<file path="src/rtl/nic_pkg.sv">
// -----------------------------------------------------------------------------
// nic_pkg: shared constants and helpers for the network interface controller.
//   DATA_WIDTH      - packet / register width
//   VC_BIT          - bit index of the virtual-channel bit in a packet
//   CNT_WIDTH       - width of the optional packet counters
//   ADDR_*          - processor register-address map
//   status_word()   - builds a status register image {cnt[15:8], full[0]}
// -----------------------------------------------------------------------------
package nic_pkg;

    localparam int DATA_WIDTH = 64;
    localparam int VC_BIT     = 63;
    localparam int CNT_WIDTH  = 8;

    localparam logic [1:0] ADDR_IN_DATA    = 2'b00;
    localparam logic [1:0] ADDR_IN_STATUS  = 2'b01;
    localparam logic [1:0] ADDR_OUT_DATA   = 2'b10;
    localparam logic [1:0] ADDR_OUT_STATUS = 2'b11;

    // Status image: full flag in bit 0, packet count in bits [15:8], rest zero.
    function automatic logic [DATA_WIDTH-1:0] status_word(input logic                 full,
                                                          input logic [CNT_WIDTH-1:0] cnt);
        logic [DATA_WIDTH-1:0] w;
        w       = {DATA_WIDTH{1'b0}};
        w[0]    = full;
        w[15:8] = cnt;
        return w;
    endfunction

endpackage

</file>
<file path="src/rtl/nic_buf.sv">
// -----------------------------------------------------------------------------
// nic_buf: one-entry packet buffer with a full flag.
//   clk     in  clock
//   reset   in  synchronous active-low reset (clears data and full)
//   load_i  in  capture data_i and mark full
//   clr_i   in  mark empty (data is kept, so a later read sees stale contents)
//   data_i  in  packet to capture
//   data_o  out stored packet
//   full_o  out entry holds an unconsumed packet
// load_i wins over clr_i; the instantiating logic never asserts both together.
// -----------------------------------------------------------------------------
module nic_buf #(
    parameter int WIDTH = 64
) (
    input  logic             clk,
    input  logic             reset,
    input  logic             load_i,
    input  logic             clr_i,
    input  logic [WIDTH-1:0] data_i,
    output logic [WIDTH-1:0] data_o,
    output logic             full_o
);

    logic [WIDTH-1:0] data_q;
    logic             full_q;

    // Entry storage and occupancy flag.
    always_ff @(posedge clk) begin
        if (!reset) begin
            data_q <= {WIDTH{1'b0}};
            full_q <= 1'b0;
        end else if (load_i) begin
            data_q <= data_i;
            full_q <= 1'b1;
        end else if (clr_i) begin
            full_q <= 1'b0;
        end
    end

    assign data_o = data_q;
    assign full_o = full_q;

endmodule

</file>
<file path="src/rtl/nic.sv">
// -----------------------------------------------------------------------------
// nic: network interface controller between a processor register port and a
// router PE port. One outbound entry (processor -> router) and one inbound
// entry (router -> processor).
//   clk, reset          clock, synchronous active-low reset
//   addr, d_in, d_out   processor register select, write data, registered read data
//   nicEn, nicWrEn      access enable, write(1)/read(0)
//   net_si/net_ri/net_do  outbound send request, router ready, packet
//   net_so/net_ro/net_di  inbound router send, NIC ready, packet
//   net_polarity        router polarity; outbound packets only go when their
//                       VC bit matches it
// Optional feature macro NIC_PKT_CNT_EN: 8-bit wrapping sent/received packet
// counters shown in bits [15:8] of the out/in status registers. Without it those
// bits read zero.
// -----------------------------------------------------------------------------
module nic #(
    parameter int DATA_WIDTH = 64,
    parameter int ADDR_WIDTH = 2
) (
    input  logic                  clk,
    input  logic                  reset,
    input  logic [ADDR_WIDTH-1:0] addr,
    input  logic [DATA_WIDTH-1:0] d_in,
    output logic [DATA_WIDTH-1:0] d_out,
    input  logic                  nicEn,
    input  logic                  nicWrEn,
    output logic                  net_si,
    input  logic                  net_ri,
    output logic [DATA_WIDTH-1:0] net_do,
    input  logic                  net_so,
    output logic                  net_ro,
    input  logic [DATA_WIDTH-1:0] net_di,
    input  logic                  net_polarity
);

    import nic_pkg::*;

    logic                  rd_s;
    logic                  wr_s;
    logic                  in_load_s;
    logic                  in_clr_s;
    logic                  in_full_s;
    logic [DATA_WIDTH-1:0] in_data_s;
    logic                  out_load_s;
    logic                  out_clr_s;
    logic                  out_full_s;
    logic [DATA_WIDTH-1:0] out_data_s;
    logic [CNT_WIDTH-1:0]  sent_cnt_s;
    logic [CNT_WIDTH-1:0]  rcvd_cnt_s;
    logic [DATA_WIDTH-1:0] d_out_d;
    logic [DATA_WIDTH-1:0] d_out_q;

    assign rd_s = nicEn & ~nicWrEn;
    assign wr_s = nicEn & nicWrEn;

    // Router-facing handshakes. The in entry only captures while empty, and the
    // out entry only drains while its VC bit matches the current polarity.
    assign net_ro    = ~in_full_s;
    assign net_si    = out_full_s & (out_data_s[VC_BIT] == net_polarity);
    assign net_do    = out_data_s;
    assign in_load_s = net_so & ~in_full_s;
    assign out_clr_s = net_si & net_ri;

    // Processor write: only the out-data register is writable, and only when
    // the entry was empty at the start of the cycle (a same-cycle drain does
    // not make room).
    always_comb begin
        out_load_s = 1'b0;
        if (wr_s && (addr == ADDR_OUT_DATA) && !out_full_s) begin
            out_load_s = 1'b1;
        end else begin
            out_load_s = 1'b0;
        end
    end

    // Processor read mux; reading in-data consumes the inbound packet if one is held.
    always_comb begin
        d_out_d  = d_out_q;
        in_clr_s = 1'b0;
        if (rd_s) begin
            case (addr)
                ADDR_IN_DATA: begin
                    d_out_d  = in_data_s;
                    in_clr_s = in_full_s;
                end
                ADDR_IN_STATUS:  d_out_d = DATA_WIDTH'(status_word(in_full_s, rcvd_cnt_s));
                ADDR_OUT_DATA:   d_out_d = out_data_s;
                ADDR_OUT_STATUS: d_out_d = DATA_WIDTH'(status_word(out_full_s, sent_cnt_s));
                default:         d_out_d = d_out_q;
            endcase
        end else begin
            d_out_d = d_out_q;
        end
    end

    // Registered read data; holds when no read is issued.
    always_ff @(posedge clk) begin
        if (!reset) begin
            d_out_q <= {DATA_WIDTH{1'b0}};
        end else begin
            d_out_q <= d_out_d;
        end
    end

    assign d_out = d_out_q;

    nic_buf #(.WIDTH(DATA_WIDTH)) u_in_buf (
        .clk    (clk),
        .reset  (reset),
        .load_i (in_load_s),
        .clr_i  (in_clr_s),
        .data_i (net_di),
        .data_o (in_data_s),
        .full_o (in_full_s)
    );

    nic_buf #(.WIDTH(DATA_WIDTH)) u_out_buf (
        .clk    (clk),
        .reset  (reset),
        .load_i (out_load_s),
        .clr_i  (out_clr_s),
        .data_i (d_in),
        .data_o (out_data_s),
        .full_o (out_full_s)
    );

`ifdef NIC_PKT_CNT_EN
    logic [CNT_WIDTH-1:0] sent_cnt_q;
    logic [CNT_WIDTH-1:0] rcvd_cnt_q;

    // Wrapping packet counters, stepped on each completed router handshake.
    always_ff @(posedge clk) begin
        if (!reset) begin
            sent_cnt_q <= {CNT_WIDTH{1'b0}};
            rcvd_cnt_q <= {CNT_WIDTH{1'b0}};
        end else begin
            if (out_clr_s) begin
                sent_cnt_q <= sent_cnt_q + 8'd1;
            end
            if (in_load_s) begin
                rcvd_cnt_q <= rcvd_cnt_q + 8'd1;
            end
        end
    end

    assign sent_cnt_s = sent_cnt_q;
    assign rcvd_cnt_s = rcvd_cnt_q;
`else
    assign sent_cnt_s = {CNT_WIDTH{1'b0}};
    assign rcvd_cnt_s = {CNT_WIDTH{1'b0}};
`endif

endmodule

</file>
<file path="config.mk">
export PLATFORM = sky130hd
export DESIGN_NAME = nic
export DESIGN_NICKNAME = d
export VERILOG_FILES = /design/src/rtl/nic_pkg.sv /design/src/rtl/nic_buf.sv /design/src/rtl/nic.sv
export SDC_FILE = /design/constraint.sdc
export NUM_CORES = 1
export LEC_CHECK = 0
export ABC_AREA = 1
export ABC_CLOCK_PERIOD_IN_PS = 1700
export BUFFER_PORTS_ARGS = -buffer_cell sky130_fd_sc_hd__buf_2
export CAP_MARGIN = 20
export CELL_PAD_IN_SITES_DETAIL_PLACEMENT = 1
export CELL_PAD_IN_SITES_GLOBAL_PLACEMENT = 1
export CORE_UTILIZATION = 28
export DETAILED_ROUTE_END_ITERATION = 6
export PLACE_DENSITY_LB_ADDON = 0.2
export SYNTH_ARGS = -nofsm -noshare
export SYNTH_HDL_FRONTEND = slang
export SYNTH_SLANG_ARGS = --single-unit
</file>
<file path="constraint.sdc">
create_clock -name clk -period 1.7 [get_ports clk]
set_input_delay 0.085 -clock clk [delete_from_list [all_inputs] [get_ports clk]]
set_output_delay 0.085 -clock clk [all_outputs]
set_load 0.005 [all_outputs]
</file>
==> impl_metrics.env <==
export IMPL_crit_path_max_incr_delay_ps=460
export IMPL_dp_cells=1780
export IMPL_fin_tns_setup_ps=0
export IMPL_io_buffers=266
export IMPL_track_usage_pct=20.9
export IMPL_grt_antenna_before_repair=5
export IMPL_path_class="reg2out"
export IMPL_ios=267
export IMPL_r2r_start="u_out_buf.full_o"
export IMPL_critical_path_top_delay_family="flip-flops"
export IMPL_wl_um=30200
export IMPL_final_antenna_net_count=0
export IMPL_drc=0
export IMPL_cts_tree="done"
export IMPL_dieArea_sq_mm=0.0292
export IMPL_grt_pass1_wl_um=47100
export IMPL_synth_distinct_cells=15
export IMPL_wl_met1_um=14100
export IMPL_crit_path_start="u_out_buf.data_o[63]"
export IMPL_wl_met3_um=1020
export IMPL_yosys_warnings=0
export IMPL_r2r_setup_slack_ps=350
export IMPL_r2r_cells=7
export IMPL_syn_area_per_cell_sq_um=6.65
export IMPL_slew_headroom_pct=64.2
export IMPL_seqPwrFrac_pct=47.6
export IMPL_cts_sinks=194
export IMPL_instances_no_fill=1944
export IMPL_required_ps=1620
export IMPL_grt_start_max_net_pins=74
export IMPL_numCtsBuffers=17
export IMPL_nets=1687
export IMPL_tightest_slew_ps=536
export IMPL_synthToLayoutAreaGrowth_pct=44.5
export IMPL_syn_area_sq_mm=0.00799
export IMPL_peakVddDrop_uv=595
export IMPL_whs_ps=44.2
export IMPL_worst_setup_path_end_kind="output port"
export IMPL_h_tree_depth=4
export IMPL_ys_ff_latch=194
export IMPL_start_util_pct=28.6
export IMPL_combPwrFrac_pct=13.1
export IMPL_route_met2_wl_um=14800
export IMPL_power_mw=10.2
export IMPL_path_clk_slew_ps=80
export IMPL_first_pass_iters=4
export IMPL_min_path_cells=3
export IMPL_dpl_worst_slack_ps=288
export IMPL_outcome="finished, final reports clean"
export IMPL_die_h_um=171
export IMPL_p_clk_share_pct=39.3
export IMPL_rsz0062_at_grt="no"
export IMPL_cts_resized=0
export IMPL_dpl_hpwl_um=18500
export IMPL_fin_util_pct=41.3
export IMPL_swShare_pct=28.0
export IMPL_row_count=61
export IMPL_maxCapViolCount=0
export IMPL_path_common_cell="nand2_1"
export IMPL_cts_root_buf="clkbuf_16"
export IMPL_drt_iter0_drc=405
export IMPL_start_kind="flop"
export IMPL_wl_per_cell_um=15.5
export IMPL_hold_violations=0
export IMPL_postCtsSetupBuffers=0
export IMPL_num_vias=8579
export IMPL_leakage_nw=5.59
export IMPL_grt_overflow=0
export IMPL_arrival_ps=1290
export IMPL_multiInputGateArea_sq_mm=0.00347
export IMPL_vias_per_cell=4.41
export IMPL_slowest_stage="dfxtp_1"
export IMPL_min_path_type="in2reg"
export IMPL_hold_path_startpoint="reset"
export IMPL_synth_nets=1339
export IMPL_layout_drive_gt1_share_pct=20.6
export IMPL_path_cells="inv_1 > nand2_1 > nand2_1 > nor2_1 > buf_2"
export IMPL_place_area_sq_mm=0.00967
export IMPL_p_sw_mw=2.86
export IMPL_hold_end="u_out_buf.data_o[11]"
export IMPL_cellPowerDensity_mw_per_mm2=886
export IMPL_clk_path_buf_depth=2
export IMPL_r2r_end="u_out_buf.data_o[45]"
export IMPL_fin_area_sq_mm=0.0115
export IMPL_coreArea_sq_mm=0.0279
export IMPL_max_freq_mhz=727
export IMPL_slew_viol_final=0
export IMPL_die_w_um=171
export IMPL_ff_latch_area_sq_mm=0.00388
export IMPL_ys_seq_area_share_pct=48.6
export IMPL_crit_path_max_fanout=5
export IMPL_setup_violations=0
export IMPL_synth_cells=1202
export IMPL_p_int_mw=7.37
export IMPL_hold_buffers=129
export IMPL_place_congestion=0.771
export IMPL_finalWorstSetupSlack_ps=324
export IMPL_dr_max_layer_used="met5"
export IMPL_grt_pass1_vias=8784
export IMPL_period_share_pct=80.9
export IMPL_finClkSkew_ps=12.7
export IMPL_critical_path_buf_inv_count=2
export IMPL_insertion_delay_ps=440
export IMPL_post_route_min_period_ps=1380
export IMPL_fill_cells=3591
-- cells in the mapped netlist --
library cell,instances,share of area (%)
a21oi_1,65,4.1
buf_1,6,0.28
buf_2,34,2.1
buf_4,6,0.56
buf_6,1,0.14
clkbuf_1,35,1.6
dfxtp_1,194,49
inv_1,72,3.4
inv_2,3,0.14
nand2_1,390,18
nand3_1,69,4.3
nor2_1,261,12
nor2_2,1,0.078
o21ai_0,46,2.9
o21ai_1,19,1.2
-- power by group through the flow --
stage,Sequential (mW),Clock (mW),Combinational [mW]
after floorplan,4.95,0,0.621
after global placement,4.97,0,1.10
after detailed placement,4.98,0,1.11
after CTS,4.87,4.13,1.35
after global routing,4.90,4.30,1.51
final,4.87,4.02,1.34
-- layer usage --
layer	up-vias	global-route usage [%]
li1	4382	-
met1	4022	26.8
met2	158	36.4
met3	15	3.56
met4	2	4.74
met5	-	0
-- worst reg2reg max path, delay by kind of cell (launching register included) --
kind,cells,cell delay [ps]
buffers and inverters,2,340
flip-flops,1,340
AND/OR/NAND/NOR,5,570
-- sequential cells by signal, indices dropped and copies added, names as in the netlist --
register	cells
d_out	64
u_in_buf.data_o	64
u_out_buf.data_o	64
u_in_buf.full_o	1
u_out_buf.full_o	1
-- final cells by class --
class	instances	share of cell area, %
inverters	75	2.44
flip-flops and latches	194	33.6
multi-input cells	851	30.0
repair buffers	411	24.7
clock buffers	19	3.92
clock inverters	12	1.04
well taps	378	4.10
diodes	4	0.0867
-- cell families (layout without fill, tap and decap cells) --
group	Yosys count	after routing	share of synthesized area, %
flip-flops	194	194	48.6
other	0	4	0
buffers and inverters	157	517	8.28
AND/OR/NAND/NOR	721	721	35.0
AO/OA/AOI/OAI	130	130	8.14
-- placed cells by master (no fill, tap or decap), types with 5 or more instances in the layout --
cell	n
a21oi_1	65
buf_12	9
buf_2	265
buf_4	8
clkbuf_16	17
clkinv_4	6
dfxtp_1	194
dlygate4sd3_1	129
inv_1	70
inv_2	5
nand2_1	389
nand3_1	69
nor2_1	259
o21ai_0	46
o21ai_1	19
-- worst max path at each step --
stage / to / slack [ps] / cells past startpoint
2_1_floorplan: u_out_buf.data_o[0] / 570 / 8
3_3_place_gp: d_out[60] / 320 / 7
3_5_place_dp: d_out[16] / 290 / 7
4_1_cts: net_si / 270 / 5
5_1_grt: u_out_buf.data_o[37] / 200 / 7
6_report: net_si / 320 / 5
No activity file was read; power rests on OpenSTA's default activity.
